===== config.mk =====
export PLATFORM = sky130hd
export DESIGN_NAME = ex_muldiv_unit
export DESIGN_NICKNAME = d
export VERILOG_FILES = /design/src/rtl/ex_muldiv_unit.sv
export SDC_FILE = /design/constraint.sdc
export NUM_CORES = 1
export LEC_CHECK = 0
export ABC_AREA = 1
export BUFFER_PORTS_ARGS = -buffer_cell sky130_fd_sc_hd__buf_2
export CAP_MARGIN = 5
export CORE_ASPECT_RATIO = 0.5
export CORE_MARGIN = 10
export CORE_UTILIZATION = 60
export CTS_CLUSTER_DIAMETER = 50
export DETAILED_ROUTE_END_ITERATION = 8
export PLACE_DENSITY = 0.79
export SETUP_SLACK_MARGIN = 0.4
export SYNTH_ARGS = -nofsm -noshare
export SYNTH_HDL_FRONTEND = slang
export SYNTH_SLANG_ARGS = --single-unit

===== constraint.sdc =====
create_clock -name clk -period 12 [get_ports clk]
set_input_delay 3.6 -clock clk [delete_from_list [all_inputs] [get_ports clk]]
set_output_delay 3.6 -clock clk [all_outputs]
set_load 0.005 [all_outputs]

===== src/rtl/ex_muldiv_unit.sv =====
// ex_muldiv_unit: iterative RV32M multiply/divide unit for the EX stage, one step per cycle
//   clk, rst        rising-edge clock, asynchronous active-high reset
//   flush           synchronous abort, wins over start
//   start, op       M-extension request and funct3, sampled only in IDLE
//   rs1Data_ex      operand a
//   rs2Data_ex      operand b
//   rdAddr_ex       destination register
//   stall           holds PC, IF/ID and ID/EX
//   busy            FSM not in IDLE
//   done            one-cycle pulse with result and rdAddr_md valid
//   result          registered result
//   rdAddr_md       registered destination address
module ex_muldiv_unit #(
    parameter int XLEN = 32
) (
    input  logic            clk,
    input  logic            rst,
    input  logic            flush,
    input  logic            start,
    input  logic [2:0]      op,
    input  logic [XLEN-1:0] rs1Data_ex,
    input  logic [XLEN-1:0] rs2Data_ex,
    input  logic [4:0]      rdAddr_ex,
    output logic            stall,
    output logic            busy,
    output logic            done,
    output logic [XLEN-1:0] result,
    output logic [4:0]      rdAddr_md
);
    localparam int CW = $clog2(XLEN);
    typedef enum logic [1:0] {IDLE, CALC, DONE} state_t;
    state_t            state;
    logic [CW-1:0]     count;
    logic [2:0]        op_q;
    logic [4:0]        rd_q;
    logic [XLEN-1:0]   hi, lo, mb;
    logic              sa, neg;
    logic              is_div, a_signed, b_signed, sa_in, sb_in, div_ge;
    logic [XLEN:0]     mul_sum, div_r, div_d;
    logic [XLEN-1:0]   hi_nx, lo_nx, q_fix, r_fix, res_nx;
    logic [2*XLEN-1:0] prod;
    // hi:lo is shared: {partial product, multiplier} for MUL*, {remainder, dividend/quotient} for DIV/REM
    always_comb begin
        a_signed = op inside {3'd1, 3'd2, 3'd4, 3'd6};
        b_signed = op inside {3'd1, 3'd4, 3'd6};
        sa_in    = a_signed & rs1Data_ex[XLEN-1];
        sb_in    = b_signed & rs2Data_ex[XLEN-1];
        is_div   = op_q[2];
        mul_sum  = {1'b0, hi} + {1'b0, (lo[0] ? mb : {XLEN{1'b0}})};
        div_r    = {hi, lo[XLEN-1]};
        div_d    = div_r - {1'b0, mb};
        div_ge   = ~div_d[XLEN];
        hi_nx    = is_div ? (div_ge ? div_d[XLEN-1:0] : div_r[XLEN-1:0]) : mul_sum[XLEN:1];
        lo_nx    = is_div ? {lo[XLEN-2:0], div_ge} : {mul_sum[0], lo[XLEN-1:1]};
        prod     = neg ? -{hi_nx, lo_nx} : {hi_nx, lo_nx};
        // with a zero divisor the remainder naturally ends as |a|; only the quotient needs forcing
        q_fix    = ~|mb ? {XLEN{1'b1}} : (neg ? -lo_nx : lo_nx);
        r_fix    = sa ? -hi_nx : hi_nx;
        res_nx   = is_div ? (op_q[1] ? r_fix : q_fix)
                          : (op_q[1:0] == 2'd0 ? prod[XLEN-1:0] : prod[2*XLEN-1:XLEN]);
    end
    always_ff @(posedge clk or posedge rst) begin
        if (rst) begin
            state     <= IDLE;
            count     <= '0;
            op_q      <= '0;
            rd_q      <= '0;
            hi        <= '0;
            lo        <= '0;
            mb        <= '0;
            sa        <= 1'b0;
            neg       <= 1'b0;
            done      <= 1'b0;
            result    <= '0;
            rdAddr_md <= '0;
        end else begin
            done <= 1'b0;
            if (flush) begin
                state <= IDLE;
            end else if (state == IDLE) begin
                if (start) begin
                    state <= CALC;
                    op_q  <= op;
                    rd_q  <= rdAddr_ex;
                    count <= '0;
                    hi    <= '0;
                    lo    <= sa_in ? -rs1Data_ex : rs1Data_ex;
                    mb    <= sb_in ? -rs2Data_ex : rs2Data_ex;
                    sa    <= sa_in;
                    neg   <= sa_in ^ sb_in;
                end
            end else if (state == CALC) begin
                hi    <= hi_nx;
                lo    <= lo_nx;
                count <= count + 1'b1;
                if (count == CW'(XLEN-1)) begin
                    state     <= DONE;
                    done      <= 1'b1;
                    result    <= res_nx;
                    rdAddr_md <= rd_q;
                end
            end else begin
                state <= IDLE;
            end
        end
    end
    assign busy  = state != IDLE;
    assign stall = (state == IDLE && start) || state == CALC;
endmodule


Yosys cells after proc, flatten, opt, wreduce, memory -nomap -nowiden

Cells that the tools add are included.

Word-level logic and storage cells: 79
Flip-flop bits (word level): 151
Output and inout port bits: 40
Input bits: 76

Mux-type cells: 31
$add $sub $neg: 8
Reductions and logical operators: 13
Equal/unequal tests: 9
Bitwise gates (word level): 6

Operators by type and width:

| cell                                                                    | number |
|---|---|
| 32-bit two-way mux                                                      | 18 |
| 32-bit negator                                                          | 4 |
| 64-bit two-way mux                                                      | 1 |
| 64-bit negator                                                          | 1 |
| 32-bit by 32-bit adder with 33-bit output                               | 1 |
| 33-bit by 32-bit subtractor with 33-bit output                          | 1 |
| 32-bit OR reduction                                                     | 1 |
| 5-bit two-way mux                                                       | 3 |
| 2-bit two-way mux                                                       | 5 |
| 3-bit == test, second input constant                                    | 2 |
| 3-bit AND reduction                                                     | 2 |
| 5-bit by 1-bit adder with 5-bit output, second input constant           | 1 |
| 5-bit == test, second input constant                                    | 1 |
| 2-bit zero test                                                         | 2 |
| 1-bit two-way mux                                                       | 4 |
| 4-bit by 3-bit inequality test with 1-bit output, second input constant | 1 |
| 4-bit AND reduction                                                     | 1 |
| 2-bit nonzero test                                                      | 2 |
| 4-bit nonzero test                                                      | 1 |
| 3-bit by 1-bit == test with 1-bit output, second input constant         | 1 |
| 3-bit by 2-bit == test with 1-bit output, second input constant         | 1 |
| 3-bit inequality test, second input constant                            | 1 |
| 1-bit NOT                                                               | 3 |
| 3-bit nonzero test                                                      | 1 |
| 7 further kinds                                                         | 8 |

Logic depth before layout (Yosys ltp)

Gate-level depths: netlist of run 1.

Depth in word-level cells: 8
Gate-level depth with buffers: 34
Depth with buffers taken out: 34

Worst setup path before layout of run 1

No wires, ideal clock.

Path kind: input -> output
Start point: input port start
End point: output port stall
Setup slack: 4,572 ps
Data arrival time: 3,828 ps
Required time: 8,400 ps
Buffers on the path: 0
Cell stages on the path: 2
Cells stage by stage: a21oi_1 > inv_1

Cells in the longest elaborated chain, start to end: 2

RTL lines:

| what               | RTL line | text |
|---|---|---|
| start: declaration | 19       | `input logic start,` |
| 1-bit logical AND  | 108      | `assign stall = (state == IDLE && start) \|\| state == CALC;` |
| 1-bit logical OR   | 108      |  |
| end: declaration   | 24       | `output logic stall,` |

No other way between the ends.

Worst setup path in the final report of run 1

Same ends and word-level chain as after synthesis.

==> impl_metrics.prom, run 1 <==
# TYPE chip_impl_metric gauge
chip_impl_metric{name="groute.usage.overall",unit=""} 0.331
chip_impl_metric{name="timing.setup.tns",unit="ns"} 0
chip_impl_metric{name="rows",unit=""} 43
chip_impl_metric{name="sequential_cell_area",unit="um2"} 3780
chip_impl_metric{name="critical_path_arrival",unit="ns"} 4.21
chip_impl_metric{name="clock_tree.htree_level_count",unit=""} 4
chip_impl_metric{name="drt_drc_violations_left",unit=""} 0
chip_impl_metric{name="tritoncts.num_buffers",unit=""} 17
chip_impl_metric{name="ys_seq_elements",unit=""} 151
chip_impl_metric{name="path_clk_slew",unit="ns"} 0.08
chip_impl_metric{name="cap_violations",unit=""} 0
chip_impl_metric{name="met1_length",unit="mm"} 26.3
chip_impl_metric{name="finalSetupViolations",unit=""} 0
chip_impl_metric{name="cts-hold-fix-buffers",unit=""} 0
chip_impl_metric{name="power-per-cell-area",unit="nW/um2"} 264
chip_impl_metric{name="filler_cell_count",unit=""} 2737
chip_impl_metric{name="vias",unit=""} 20000
chip_impl_metric{name="ys_warn_count",unit=""} 0
chip_impl_info{name="status",value="finished clean"} 1
chip_impl_metric{name="clkSinkCount",unit=""} 151
chip_impl_metric{name="routed-wl-met3",unit="mm"} 8.28
chip_impl_metric{name="dp_hpwl",unit="mm"} 48.1
chip_impl_info{name="cts_tree",value="built"} 1
chip_impl_info{name="final_cell_mix",value="sky130_fd_sc_hd__nand2_1, sky130_fd_sc_hd__inv_1, sky130_fd_sc_hd__nand3_1, sky130_fd_sc_hd__nor2_1, sky130_fd_sc_hd__o21ai_0"} 1
chip_impl_metric{name="crit_path_max_incr_delay",unit="ns"} 0.27
chip_impl_info{name="endpoint_kind",value="primary output"} 1
chip_impl_info{name="unrepaired_setup_endpoints_after_global_routing",value="false"} 1
chip_impl_metric{name="layout-drive-gt1-share",unit=""} 0.0927
chip_impl_metric{name="global_route_wire_length_before_repair",unit="mm"} 96.9
chip_impl_info{name="mostFrequentLayoutCell",value="sky130_fd_sc_hd__nand2_1"} 1
chip_impl_metric{name="gp_congestion",unit=""} 1.03
chip_impl_metric{name="slew-limit-headroom",unit=""} 0.308
chip_impl_metric{name="timing_max_transition_violations_final",unit=""} 0
chip_impl_metric{name="synth_fp_nets",unit=""} 3133
chip_impl_metric{name="tightestPinTransition",unit="ns"} 1.04
chip_impl_metric{name="multi_input_gate_area_in_the_final_layout",unit="um2"} 11500
chip_impl_metric{name="clock_skew",unit="ns"} 0.0124
chip_impl_metric{name="buffer_ports.inserted",unit=""} 115
chip_impl_metric{name="met2_wirelength",unit="mm"} 25.4
chip_impl_info{name="critical_path.startpoint_type",value="input port"} 1
chip_impl_metric{name="final-hold-violation-count",unit=""} 0
chip_impl_metric{name="floorplan.core_area",unit="um2"} 28100
chip_impl_metric{name="grt_antenna_before_repair",unit=""} 1
chip_impl_metric{name="synth_enable_flop_cells",unit=""} 0
chip_impl_metric{name="initial_utilization",unit=""} 0.619
chip_impl_info{name="topRoutingLayerUsed",value="met5"} 1
chip_impl_metric{name="post-cts-setup-buffer-count",unit=""} 0
chip_impl_metric{name="synthesis.instances",unit=""} 2985
chip_impl_metric{name="final_period_minus_worst_setup_slack",unit="ns"} 7.81
chip_impl_metric{name="cts.path.max_buffers",unit=""} 2
chip_impl_metric{name="grt_pass1_vias",unit=""} 18000
chip_impl_metric{name="grt_max_degree",unit=""} 84
chip_impl_metric{name="dr.first_iter.drc_count",unit=""} 2763
chip_impl_metric{name="worstSkewPairLatency",unit="ns"} 0.48
chip_impl_metric{name="netlist_area",unit="um2"} 17400
chip_impl_metric{name="syn_avg_cell_area",unit="um2"} 5.82
chip_impl_info{name="dominant_synthesized_flop_cell",value="sky130_fd_sc_hd__dfrtp_1"} 1
chip_impl_metric{name="power.ir.vdd_worst",unit="uV"} 159
chip_impl_metric{name="max_freq",unit="GHz"} 0.128
chip_impl_metric{name="synthDistinctLibCells",unit=""} 58
chip_impl_metric{name="required_time_worst_endpoint",unit="ns"} 8.40
chip_impl_info{name="hp-class",value="reg2reg"} 1
chip_impl_metric{name="final_net_count",unit=""} 3187
chip_impl_metric{name="floorplan.die_area",unit="um2"} 36600
chip_impl_metric{name="final_min_period_over_clock_period",unit=""} 0.650
chip_impl_metric{name="crit_path_max_fanout",unit=""} 2
chip_impl_metric{name="layout-area-overhead-vs-synth",unit="%"} 7.91
chip_impl_metric{name="drt-total-wl",unit="mm"} 62.3
chip_impl_metric{name="global_route.overflow_total",unit=""} 0
chip_impl_metric{name="ant_nets",unit=""} 0
chip_impl_metric{name="drt-pass1-iter-count",unit=""} 6
chip_impl_metric{name="avgRoutedWirePerCell",unit="um"} 18.2
chip_impl_metric{name="floorplan.die.height",unit="um"} 140
chip_impl_metric{name="synthArstFlopShare",unit=""} 1.00
chip_impl_metric{name="n_antenna_cell",unit=""} 0
chip_impl_metric{name="die_span_x",unit="um"} 261
chip_impl_metric{name="route.detailed.vias_per_inst",unit=""} 5.82
chip_impl_metric{name="finish.utilization",unit=""} 0.668
chip_impl_info{name="critical_path.cell_chain",value="buf_2 > a21oi_1 > inv_1 > buf_2"} 1
chip_impl_metric{name="post_synthesis_sequential_area_ratio",unit=""} 0.217
chip_impl_info{name="timing.setup.critical_path_class",value="in2out"} 1
chip_impl_info{name="cpMostUsedCell",value="sky130_fd_sc_hd__buf_2"} 1
chip_impl_metric{name="cts_resized",unit=""} 0
chip_impl_info{name="cpMaxStageDelayCell",value="sky130_fd_sc_hd__a21oi_1"} 1
chip_impl_metric{name="io_pins",unit=""} 116
chip_impl_info{name="clock-root-buffer",value="sky130_fd_sc_hd__clkbuf_16"} 1
chip_impl_metric{name="p_leak",unit="nW"} 10.2
[path summary, 6_finish.rpt]
kind,start,endpoint,slack [ns],cells past startpoint
min in group asynchronous,rst,count[1],3.25,2
worst max-delay path,start,stall,4.19,4
max in group asynchronous,rst,result[23],7.34,3
worst min-delay path,result[5],result[5],0.48,2
worst min register to register,result[5],result[5],0.48,2
worst max register to register,lo[31],result[4],6.49,31
[synth_stat cells (7+ instances only)]
cell type                    n  area, um2
sky130_fd_sc_hd__o21a_1     11       82.6
sky130_fd_sc_hd__nand3_1   265       1330
sky130_fd_sc_hd__nor4_1     12       75.1
sky130_fd_sc_hd__inv_1     426       1600
sky130_fd_sc_hd__ha_1       70        876
sky130_fd_sc_hd__a21o_1      7       52.6
sky130_fd_sc_hd__nand4_1    25        156
sky130_fd_sc_hd__nor2_2     16        100
sky130_fd_sc_hd__or2_2      21        131
sky130_fd_sc_hd__nand2_2    32        200
sky130_fd_sc_hd__o21bai_1   12       90.1
sky130_fd_sc_hd__dfrtp_1   151       3780
sky130_fd_sc_hd__buf_2      14       70.1
sky130_fd_sc_hd__o21ai_1    21        105
sky130_fd_sc_hd__xnor2_1    20        175
sky130_fd_sc_hd__nand3_2     9       90.1
sky130_fd_sc_hd__o211ai_1   17        128
sky130_fd_sc_hd__clkbuf_1   67        251
sky130_fd_sc_hd__o21ai_0   220       1100
sky130_fd_sc_hd__nand3b_1   19        143
sky130_fd_sc_hd__nor2_1    264        991
sky130_fd_sc_hd__nand2_1   934       3510
sky130_fd_sc_hd__buf_1      10       37.5
sky130_fd_sc_hd__xor2_1     66        578
sky130_fd_sc_hd__a21oi_1   143        716
sky130_fd_sc_hd__nor3_1     29        145
sky130_fd_sc_hd__a31oi_1    10       62.6
sky130_fd_sc_hd__o22ai_1    27        169
[state kept, by name (all words and copies together) (netlist names)]
| signal | count |
|---|---|
| count | 5 |
| op_q | 3 |
| neg | 1 |
| mb | 32 |
| state | 2 |
| lo | 32 |
| rd_q | 5 |
| done | 1 |
| result | 32 |
| hi | 32 |
| rdAddr_md | 5 |
| sa | 1 |
[layer usage]
metal,track usage,up-vias
li1,-,9664
met1,0.447,9002
met2,0.485,1156
met3,0.0965,159
met4,0.133,2
met5,0,-
[worst max-delay path, delay by kind of cell]
family / cells / cell delay [ns]
compound gates: 1 / 0.27
buf+inv: 3 / 0.34
[report_power, final]
| part | internal (mW) | switching [mW] | total (mW) |
|---|---|---|---|
| Combinational | 1.04 | 2.54 | 3.58 |
| Clock | 0.288 | 0.292 | 0.581 |
| Sequential | 0.622 | 0.167 | 0.789 |
| Total | 1.95 | 3.00 | 4.95 |
[final cells by class]
class / count / area share
Inverter: 434 / 0.0872
Clock inverter: 14 / 0.00934
Multi-Input combinational cell: 2300 / 0.614
Clock buffer: 18 / 0.0234
Sequential cell: 151 / 0.202
Timing Repair Buffer: 135 / 0.0387
Tap cell: 382 / 0.0255
[cells by family (layout without fill, tap and decap cells)]
logic type,after synthesis,in the layout,synth area share
and+or+nand+nor,1651,1651,0.409
buffers and inverters,534,601,0.121
AOI/OAI and AO/OA,490,490,0.156
DFF,151,151,0.217
xor gates and xnor gates,86,86,0.0434
adders and majority gates,72,72,0.0527
muxes,1,1,0.000576
[metrics by stage]
step | std cells | setup WS (ns) | hold WS (ns) | area, um2 | power, mW
after CTS | 3434 | 4.19 | 0.478 | 18700 | 4.79
after global placement | 3402 | 4.18 | 0.453 | 18100 | 4.14
after floorplan | 2985 | 4.34 | 0.442 | 17400 | 3.30
after detailed placement | 3402 | 4.19 | 0.454 | 18100 | 4.19
after global routing | 3434 | 4.16 | 0.497 | 18700 | 5.32
final | 3434 | 4.19 | 0.479 | 18700 | 4.95
Power figures use the tool's default switching activity.
==> run 2, diff against run 1 <==
clock period = 7.8 ns   (was 12 ns; I/O delays follow)
==> run 2 against run 1 <==
Net effect: combinational power is 54% higher; largest cell class unchanged; non-clock buffer count is 2 higher; first-iteration DRC count is 0.33% higher; critical path depth stayed put; count of clock-buffer cells in the layout is 1 lower; register-to-register slack worse by 3.8 ns; critical path type unchanged; global-route usage is 0.31 points higher.
==> impl_metrics.prom, run 2 (synthesized netlist as in run 1, its figures left out) <==
# TYPE chip_impl_metric gauge
chip_impl_metric{name="critical_path_arrival",unit="ns"} 2.95
chip_impl_metric{name="grt_antenna_before_repair",unit=""} 0
chip_impl_metric{name="grt_pass1_vias",unit=""} 18200
chip_impl_metric{name="io_pins",unit=""} 116
chip_impl_metric{name="n_antenna_cell",unit=""} 0
chip_impl_metric{name="grt_max_degree",unit=""} 88
chip_impl_metric{name="drt_drc_violations_left",unit=""} 0
chip_impl_info{name="worstReg2RegStart",value="lo[31]"} 1
chip_impl_metric{name="power.sequential.fraction",unit=""} 0.158
chip_impl_metric{name="floorplan.die.height",unit="um"} 140
chip_impl_metric{name="cap_violations",unit=""} 0
chip_impl_info{name="cts_tree",value="built"} 1
chip_impl_metric{name="initial_utilization",unit=""} 0.619
chip_impl_metric{name="route.detailed.vias_per_inst",unit=""} 5.80
chip_impl_info{name="unrepaired_setup_endpoints_after_global_routing",value="false"} 1
chip_impl_metric{name="p_leak",unit="nW"} 10.2
chip_impl_info{name="critical_path.cell_chain",value="buf_2 > a21oi_1 > inv_1 > buf_2"} 1
chip_impl_metric{name="power.share.clock",unit=""} 0.119
chip_impl_metric{name="cts-hold-fix-buffers",unit=""} 0
chip_impl_info{name="clock-root-buffer",value="sky130_fd_sc_hd__clkbuf_16"} 1
chip_impl_metric{name="slew-limit-headroom",unit=""} 0.408
chip_impl_metric{name="floorplan.core_area",unit="um2"} 28100
chip_impl_metric{name="timing.setup.tns",unit="ns"} 0
chip_impl_metric{name="layout-area-overhead-vs-synth",unit="%"} 8.06
chip_impl_metric{name="gp_congestion",unit=""} 1.03
chip_impl_info{name="cpLargestDelayFamily",value="buffers and inverters"} 1
chip_impl_metric{name="finish.utilization",unit=""} 0.668
chip_impl_metric{name="clock_tree.htree_level_count",unit=""} 4
chip_impl_info{name="status",value="finished clean"} 1
chip_impl_metric{name="cts.path.max_buffers",unit=""} 2
chip_impl_metric{name="timing_max_transition_violations_final",unit=""} 0
chip_impl_metric{name="drt-pass1-iter-count",unit=""} 6
chip_impl_info{name="mostFrequentLayoutCell",value="sky130_fd_sc_hd__nand2_1"} 1
chip_impl_metric{name="vias",unit=""} 19900
chip_impl_metric{name="crit_path_max_fanout",unit=""} 2
chip_impl_metric{name="combinationalPowerShare",unit=""} 0.723
chip_impl_metric{name="avgRoutedWirePerCell",unit="um"} 18.2
chip_impl_info{name="critical_path.startpoint_type",value="input port"} 1
chip_impl_metric{name="clkSinkCount",unit=""} 151
chip_impl_metric{name="final_net_count",unit=""} 3189
chip_impl_metric{name="power-per-cell-area",unit="nW/um2"} 407
chip_impl_metric{name="cellInternalPower",unit="mW"} 3.03
chip_impl_metric{name="ant_nets",unit=""} 0
chip_impl_metric{name="critical_path_buf_inv_count",unit=""} 3
chip_impl_metric{name="global_route.overflow_total",unit=""} 0
chip_impl_metric{name="final-hold-violation-count",unit=""} 0
chip_impl_metric{name="dp_hpwl",unit="mm"} 48.5
chip_impl_metric{name="global_route_wire_length_before_repair",unit="mm"} 97.7
chip_impl_info{name="endpoint_kind",value="primary output"} 1
chip_impl_metric{name="max_freq",unit="GHz"} 0.189
chip_impl_metric{name="power.share.switching",unit=""} 0.604
chip_impl_metric{name="buffer_ports.inserted",unit=""} 115
chip_impl_metric{name="finalSetupViolations",unit=""} 0
chip_impl_metric{name="power_switching",unit="mW"} 4.62
chip_impl_metric{name="final_period_minus_worst_setup_slack",unit="ns"} 5.29
chip_impl_info{name="final_cell_mix",value="sky130_fd_sc_hd__nand2_1, sky130_fd_sc_hd__inv_1, sky130_fd_sc_hd__nand3_1, sky130_fd_sc_hd__nor2_1, sky130_fd_sc_hd__o21ai_0"} 1
chip_impl_metric{name="drt-total-wl",unit="mm"} 62.5
chip_impl_metric{name="path_clk_slew",unit="ns"} 0.07
chip_impl_metric{name="tightestPinTransition",unit="ns"} 0.889
chip_impl_metric{name="post-cts-setup-buffer-count",unit=""} 0
chip_impl_metric{name="filler_cell_count",unit=""} 2739
chip_impl_metric{name="groute.usage.overall",unit=""} 0.334
chip_impl_metric{name="die_span_x",unit="um"} 261
chip_impl_metric{name="final_min_period_over_clock_period",unit=""} 0.679
chip_impl_metric{name="power.ir.vdd_worst",unit="uV"} 242
chip_impl_metric{name="tritoncts.num_buffers",unit=""} 17
chip_impl_info{name="timing.setup.critical_path_class",value="in2out"} 1
chip_impl_metric{name="dr.first_iter.drc_count",unit=""} 2772
chip_impl_info{name="crit_start",value="start"} 1
chip_impl_metric{name="worstSkewPairLatency",unit="ns"} 0.48
chip_impl_metric{name="clock_skew",unit="ns"} 0.0170
chip_impl_info{name="hold_path.startpoint",value="result[27]"} 1
chip_impl_info{name="cpMaxStageDelayCell",value="sky130_fd_sc_hd__a21oi_1"} 1
chip_impl_info{name="hp-class",value="reg2reg"} 1
chip_impl_metric{name="floorplan.die_area",unit="um2"} 36600
chip_impl_metric{name="crit_path_max_incr_delay",unit="ns"} 0.27
chip_impl_info{name="cpMostUsedCell",value="sky130_fd_sc_hd__buf_2"} 1
chip_impl_metric{name="rows",unit=""} 43
chip_impl_metric{name="required_time_worst_endpoint",unit="ns"} 5.46
chip_impl_metric{name="layout-drive-gt1-share",unit=""} 0.0933
chip_impl_metric{name="cts_resized",unit=""} 0
run 2: cell type report:
cell class | count | area, um2 | area share
Clock buffer | 17 | 425 | 0.0227
Timing Repair Buffer | 137 | 741 | 0.0395
Tap cell | 382 | 478 | 0.0255
Inverter | 434 | 1630 | 0.0870
Sequential cell | 151 | 3780 | 0.202
Multi-Input combinational cell | 2300 | 11500 | 0.613
Clock inverter | 15 | 199 | 0.0106
run 2: routing by layer:
| layer | routed length [um] | GRT usage |
|---|---|---|
| met1 | 26900 | 0.461 |
| met3 | 8210 | 0.0952 |
| met2 | 25100 | 0.478 |
| met4 | 2350 | 0.137 |
| met5 | 0 | 0 |
run 2: final timing paths:
kind                         endpoint  slack (ns)  cells past startpoint
min in group asynchronous    count[3]        1.99                      2
max in group asynchronous         neg        4.38                      3
min reg2reg                result[27]        0.48                      2
max                             stall        2.51                      4
max reg2reg                result[10]        2.73                     33
min                        result[27]        0.48                      2
run 2: power by group through the flow:
stage | logic (mW) | clock network, mW | registers, mW
after floorplan | 3.98 | 0 | 1.09
after global placement | 5.22 | 0 | 1.19
after detailed placement | 5.27 | 0 | 1.20
after CTS | 5.32 | 0.906 | 1.19
after global routing | 6.08 | 0.939 | 1.22
final | 5.53 | 0.910 | 1.21
run 2: metrics by stage:
step                      setup WS [ns]  area, um2  hold WS [ns]  power (mW)  std cells
after floorplan                    1.40      17400         0.442        5.07       2985
after global placement             2.52      18100         0.460        6.41       3404
after detailed placement           2.51      18100         0.465        6.47       3404
after CTS                          2.51      18800         0.479        7.41       3436
after global routing               2.33      18800         0.498        8.23       3436
final                              2.51      18800         0.477        7.65       3436
run 2: worst register-to-register path: cells and delay by family (launching register included):
family,cells,cell delay (ns)
buffers and inverters,3,0.35
and+or+nand+nor,25,3.13
AOI/OAI and AO/OA,2,0.31
adders and majority gates,3,0.80
DFF,1,0.39
==> run 3, diff against run 2 <==
CORE_UTILIZATION = 57   (was 60)
clock period = 4.7 ns   (was 7.8 ns; I/O delays follow)
==> run 3 against run 2 <==
Net effect: non-clock buffer count grew 44; routed wire length is 6.6% higher; die area rose by 4.7%; global-route usage grew 0.58 points; combinational power rose by 80%; register-to-register slack got worse by 2.3 ns; critical path depth is 20 higher; hold slack better by 0.0046 ns; sequential share of layout area fell by 0.70 points; count of clock-buffer cells in the layout unchanged; cell count up 1.8%; via count grew 2.5%; critical endpoint is now result[13]; largest power group unchanged; highest routed layer unchanged.
==> impl_metrics.prom, run 3 (synthesized netlist as in run 1, its figures left out) <==
# TYPE chip_impl_metric gauge
chip_impl_metric{name="cap_violations",unit=""} 0
chip_impl_metric{name="worstSkewPairLatency",unit="ns"} 0.48
chip_impl_info{name="timing.setup.critical_path_class",value="reg2reg"} 1
chip_impl_metric{name="p_leak",unit="nW"} 10.4
chip_impl_metric{name="grt_max_degree",unit=""} 67
chip_impl_metric{name="groute.usage.overall",unit=""} 0.340
chip_impl_metric{name="grt_pass1_vias",unit=""} 18500
chip_impl_info{name="endpoint_kind",value="flip-flop"} 1
chip_impl_metric{name="critical_path_arrival",unit="ns"} 4.58
chip_impl_metric{name="filler_cell_count",unit=""} 2913
chip_impl_metric{name="required_time_worst_endpoint",unit="ns"} 5.04
chip_impl_info{name="clock-root-buffer",value="sky130_fd_sc_hd__clkbuf_16"} 1
chip_impl_metric{name="vias",unit=""} 20400
chip_impl_metric{name="final_period_minus_worst_setup_slack",unit="ns"} 4.24
chip_impl_metric{name="floorplan.core_area",unit="um2"} 30200
chip_impl_metric{name="tightestPinTransition",unit="ns"} 0.904
chip_impl_info{name="unrepaired_setup_endpoints_after_global_routing",value="true"} 1
chip_impl_metric{name="final_min_period_over_clock_period",unit=""} 0.903
chip_impl_metric{name="cts-hold-fix-buffers",unit=""} 0
chip_impl_metric{name="clock_tree.htree_level_count",unit=""} 4
chip_impl_metric{name="floorplan.die_area",unit="um2"} 38300
chip_impl_metric{name="timing_max_transition_violations_final",unit=""} 0
chip_impl_info{name="critical_path.startpoint_type",value="flip-flop"} 1
chip_impl_metric{name="power_total",unit="mW"} 13.5
chip_impl_metric{name="cts.path.max_buffers",unit=""} 2
chip_impl_metric{name="floorplan.die.height",unit="um"} 143
chip_impl_metric{name="n_antenna_cell",unit=""} 0
chip_impl_metric{name="timing.setup.tns",unit="ns"} 0
chip_impl_metric{name="dp_hpwl",unit="mm"} 51.2
chip_impl_metric{name="route.detailed.vias_per_inst",unit=""} 5.84
chip_impl_metric{name="rows",unit=""} 45
chip_impl_info{name="status",value="finished clean"} 1
chip_impl_metric{name="die_span_x",unit="um"} 267
chip_impl_metric{name="layout-area-overhead-vs-synth",unit="%"} 12.4
chip_impl_metric{name="final_net_count",unit=""} 3235
chip_impl_metric{name="io_pins",unit=""} 116
chip_impl_metric{name="gp_congestion",unit=""} 1.04
chip_impl_metric{name="max_freq",unit="GHz"} 0.236
chip_impl_metric{name="finish.utilization",unit=""} 0.647
chip_impl_info{name="mostFrequentLayoutCell",value="sky130_fd_sc_hd__nand2_1"} 1
chip_impl_metric{name="slew-limit-headroom",unit=""} 0.392
chip_impl_metric{name="layout-drive-gt1-share",unit=""} 0.130
chip_impl_metric{name="global_route_wire_length_before_repair",unit="mm"} 102
chip_impl_metric{name="global_route.overflow_total",unit=""} 0
chip_impl_metric{name="power-per-cell-area",unit="nW/um2"} 691
chip_impl_metric{name="dr.first_iter.drc_count",unit=""} 2693
chip_impl_metric{name="grt_antenna_before_repair",unit=""} 0
chip_impl_metric{name="clock_skew",unit="ns"} 0.0168
chip_impl_metric{name="buffer_ports.inserted",unit=""} 115
chip_impl_metric{name="final-hold-violation-count",unit=""} 0
chip_impl_metric{name="power.ir.vdd_worst",unit="uV"} 453
chip_impl_info{name="final_cell_mix",value="sky130_fd_sc_hd__nand2_1, sky130_fd_sc_hd__inv_1, sky130_fd_sc_hd__nand3_1, sky130_fd_sc_hd__nor2_1, sky130_fd_sc_hd__o21ai_0"} 1
chip_impl_metric{name="avgRoutedWirePerCell",unit="um"} 19.1
chip_impl_metric{name="initial_utilization",unit=""} 0.576
chip_impl_metric{name="drt_drc_violations_left",unit=""} 0
chip_impl_metric{name="ant_nets",unit=""} 0
chip_impl_metric{name="crit_path_max_fanout",unit=""} 29
chip_impl_metric{name="clkSinkCount",unit=""} 151
chip_impl_info{name="hp-class",value="reg2reg"} 1
chip_impl_metric{name="drt-pass1-iter-count",unit=""} 7
chip_impl_metric{name="tritoncts.num_buffers",unit=""} 17
chip_impl_metric{name="regToRegSetupSlack",unit="ns"} 0.46
chip_impl_metric{name="drt-total-wl",unit="mm"} 66.7
chip_impl_info{name="cts_tree",value="built"} 1
chip_impl_metric{name="path_clk_slew",unit="ns"} 0.08
chip_impl_metric{name="finalSetupViolations",unit=""} 0
## run 3: changes by cell type in the layout (fill, tap and decap cells not counted), sizes merged
| cell | change |
|---|---|
| bufinv | -1 |
| clkinvlp | +2 |
| inv | +2 |
| buf | +44 |
| nand2 | +2 |
| clkinv | -3 |
## run 3: final timing paths
path / from / to / cells after the start
min reg2reg: rdAddr_md[2] / rdAddr_md[2] / 2
max: mb[12] / result[13] / 24
max in group asynchronous: rst / mb[18] / 3
min in group asynchronous: rst / lo[22] / 2
max reg2reg: mb[12] / result[13] / 24
min: rdAddr_md[2] / rdAddr_md[2] / 2
## run 3: per-stage QoR
step	cell area (um2)	setup slack [ns]	hold WS, ns	cells
after detailed placement	18300	0.194	0.467	3441
after global placement	18300	0.243	0.457	3441
after CTS	19000	0.413	0.483	3481
after global routing	19500	0.206	0.507	3499
final	19500	0.456	0.482	3499
after floorplan	17400	0.869	0.442	2985
## run 3: final cells by class
class	instances	area, um2	share of cell area
clock buffer	17	425	0.0218
tap	399	499	0.0256
multi-input combinational	2302	11900	0.611
timing repair buffer	181	1080	0.0555
inverter	434	1640	0.0837
clock inverter	15	153	0.00782
sequential	151	3800	0.195
## run 3: per-layer routing
metal  GRT usage  up-vias  part of all wire
li1            -     9771                 -
met1       0.467     9292              0.42
met2       0.510     1201              0.42
met3      0.0858      168              0.13
met4       0.116        0             0.034
met5           0        -                 0
## run 3: critical path: stages (launching register included)
cell	delay, ns
sky130_fd_sc_hd__dfrtp_1	0.44
sky130_fd_sc_hd__inv_1	0.09
sky130_fd_sc_hd__ha_2	0.39
sky130_fd_sc_hd__nand2_2	0.11
sky130_fd_sc_hd__nor2_4	0.15
sky130_fd_sc_hd__inv_2	0.07
sky130_fd_sc_hd__nor2_4	0.13
sky130_fd_sc_hd__nand2_4	0.07
sky130_fd_sc_hd__nand2_4	0.07
sky130_fd_sc_hd__nand2_4	0.08
sky130_fd_sc_hd__nand2_4	0.10
sky130_fd_sc_hd__nand2_4	0.07
sky130_fd_sc_hd__buf_4	0.17
sky130_fd_sc_hd__nand2_8	0.21
sky130_fd_sc_hd__nand2_1	0.09
sky130_fd_sc_hd__nand3_1	0.10
sky130_fd_sc_hd__nand2_1	0.26
sky130_fd_sc_hd__nor2_4	0.23
sky130_fd_sc_hd__nand2_2	0.12
sky130_fd_sc_hd__nor2_2	0.17
sky130_fd_sc_hd__nand2_1	0.11
sky130_fd_sc_hd__nand2_2	0.11
sky130_fd_sc_hd__o21ai_0	0.11
sky130_fd_sc_hd__o211ai_1	0.54
sky130_fd_sc_hd__nand2_1	0.11
## run 3: where the power goes
part / leakage, nW / switching [mW] / internal (mW)
clock: 0.280 / 0.730 / 0.709
combinational: 8.20 / 6.92 / 3.06
sequential: 1.94 / 0.481 / 1.59
total: 10.4 / 8.13 / 5.36
## run 3: repair_timing
| item | CTS | global route |
|---|---|---|
| endpoints found under the setup margin | 12 | 33 |
| buffers inserted | 7 | 17 |
| cloned | 1 | 1 |
| resized for setup | 9 | 81 |
| hold endpoints to repair | 0 | 0 |
| pin swaps | 7 | 28 |
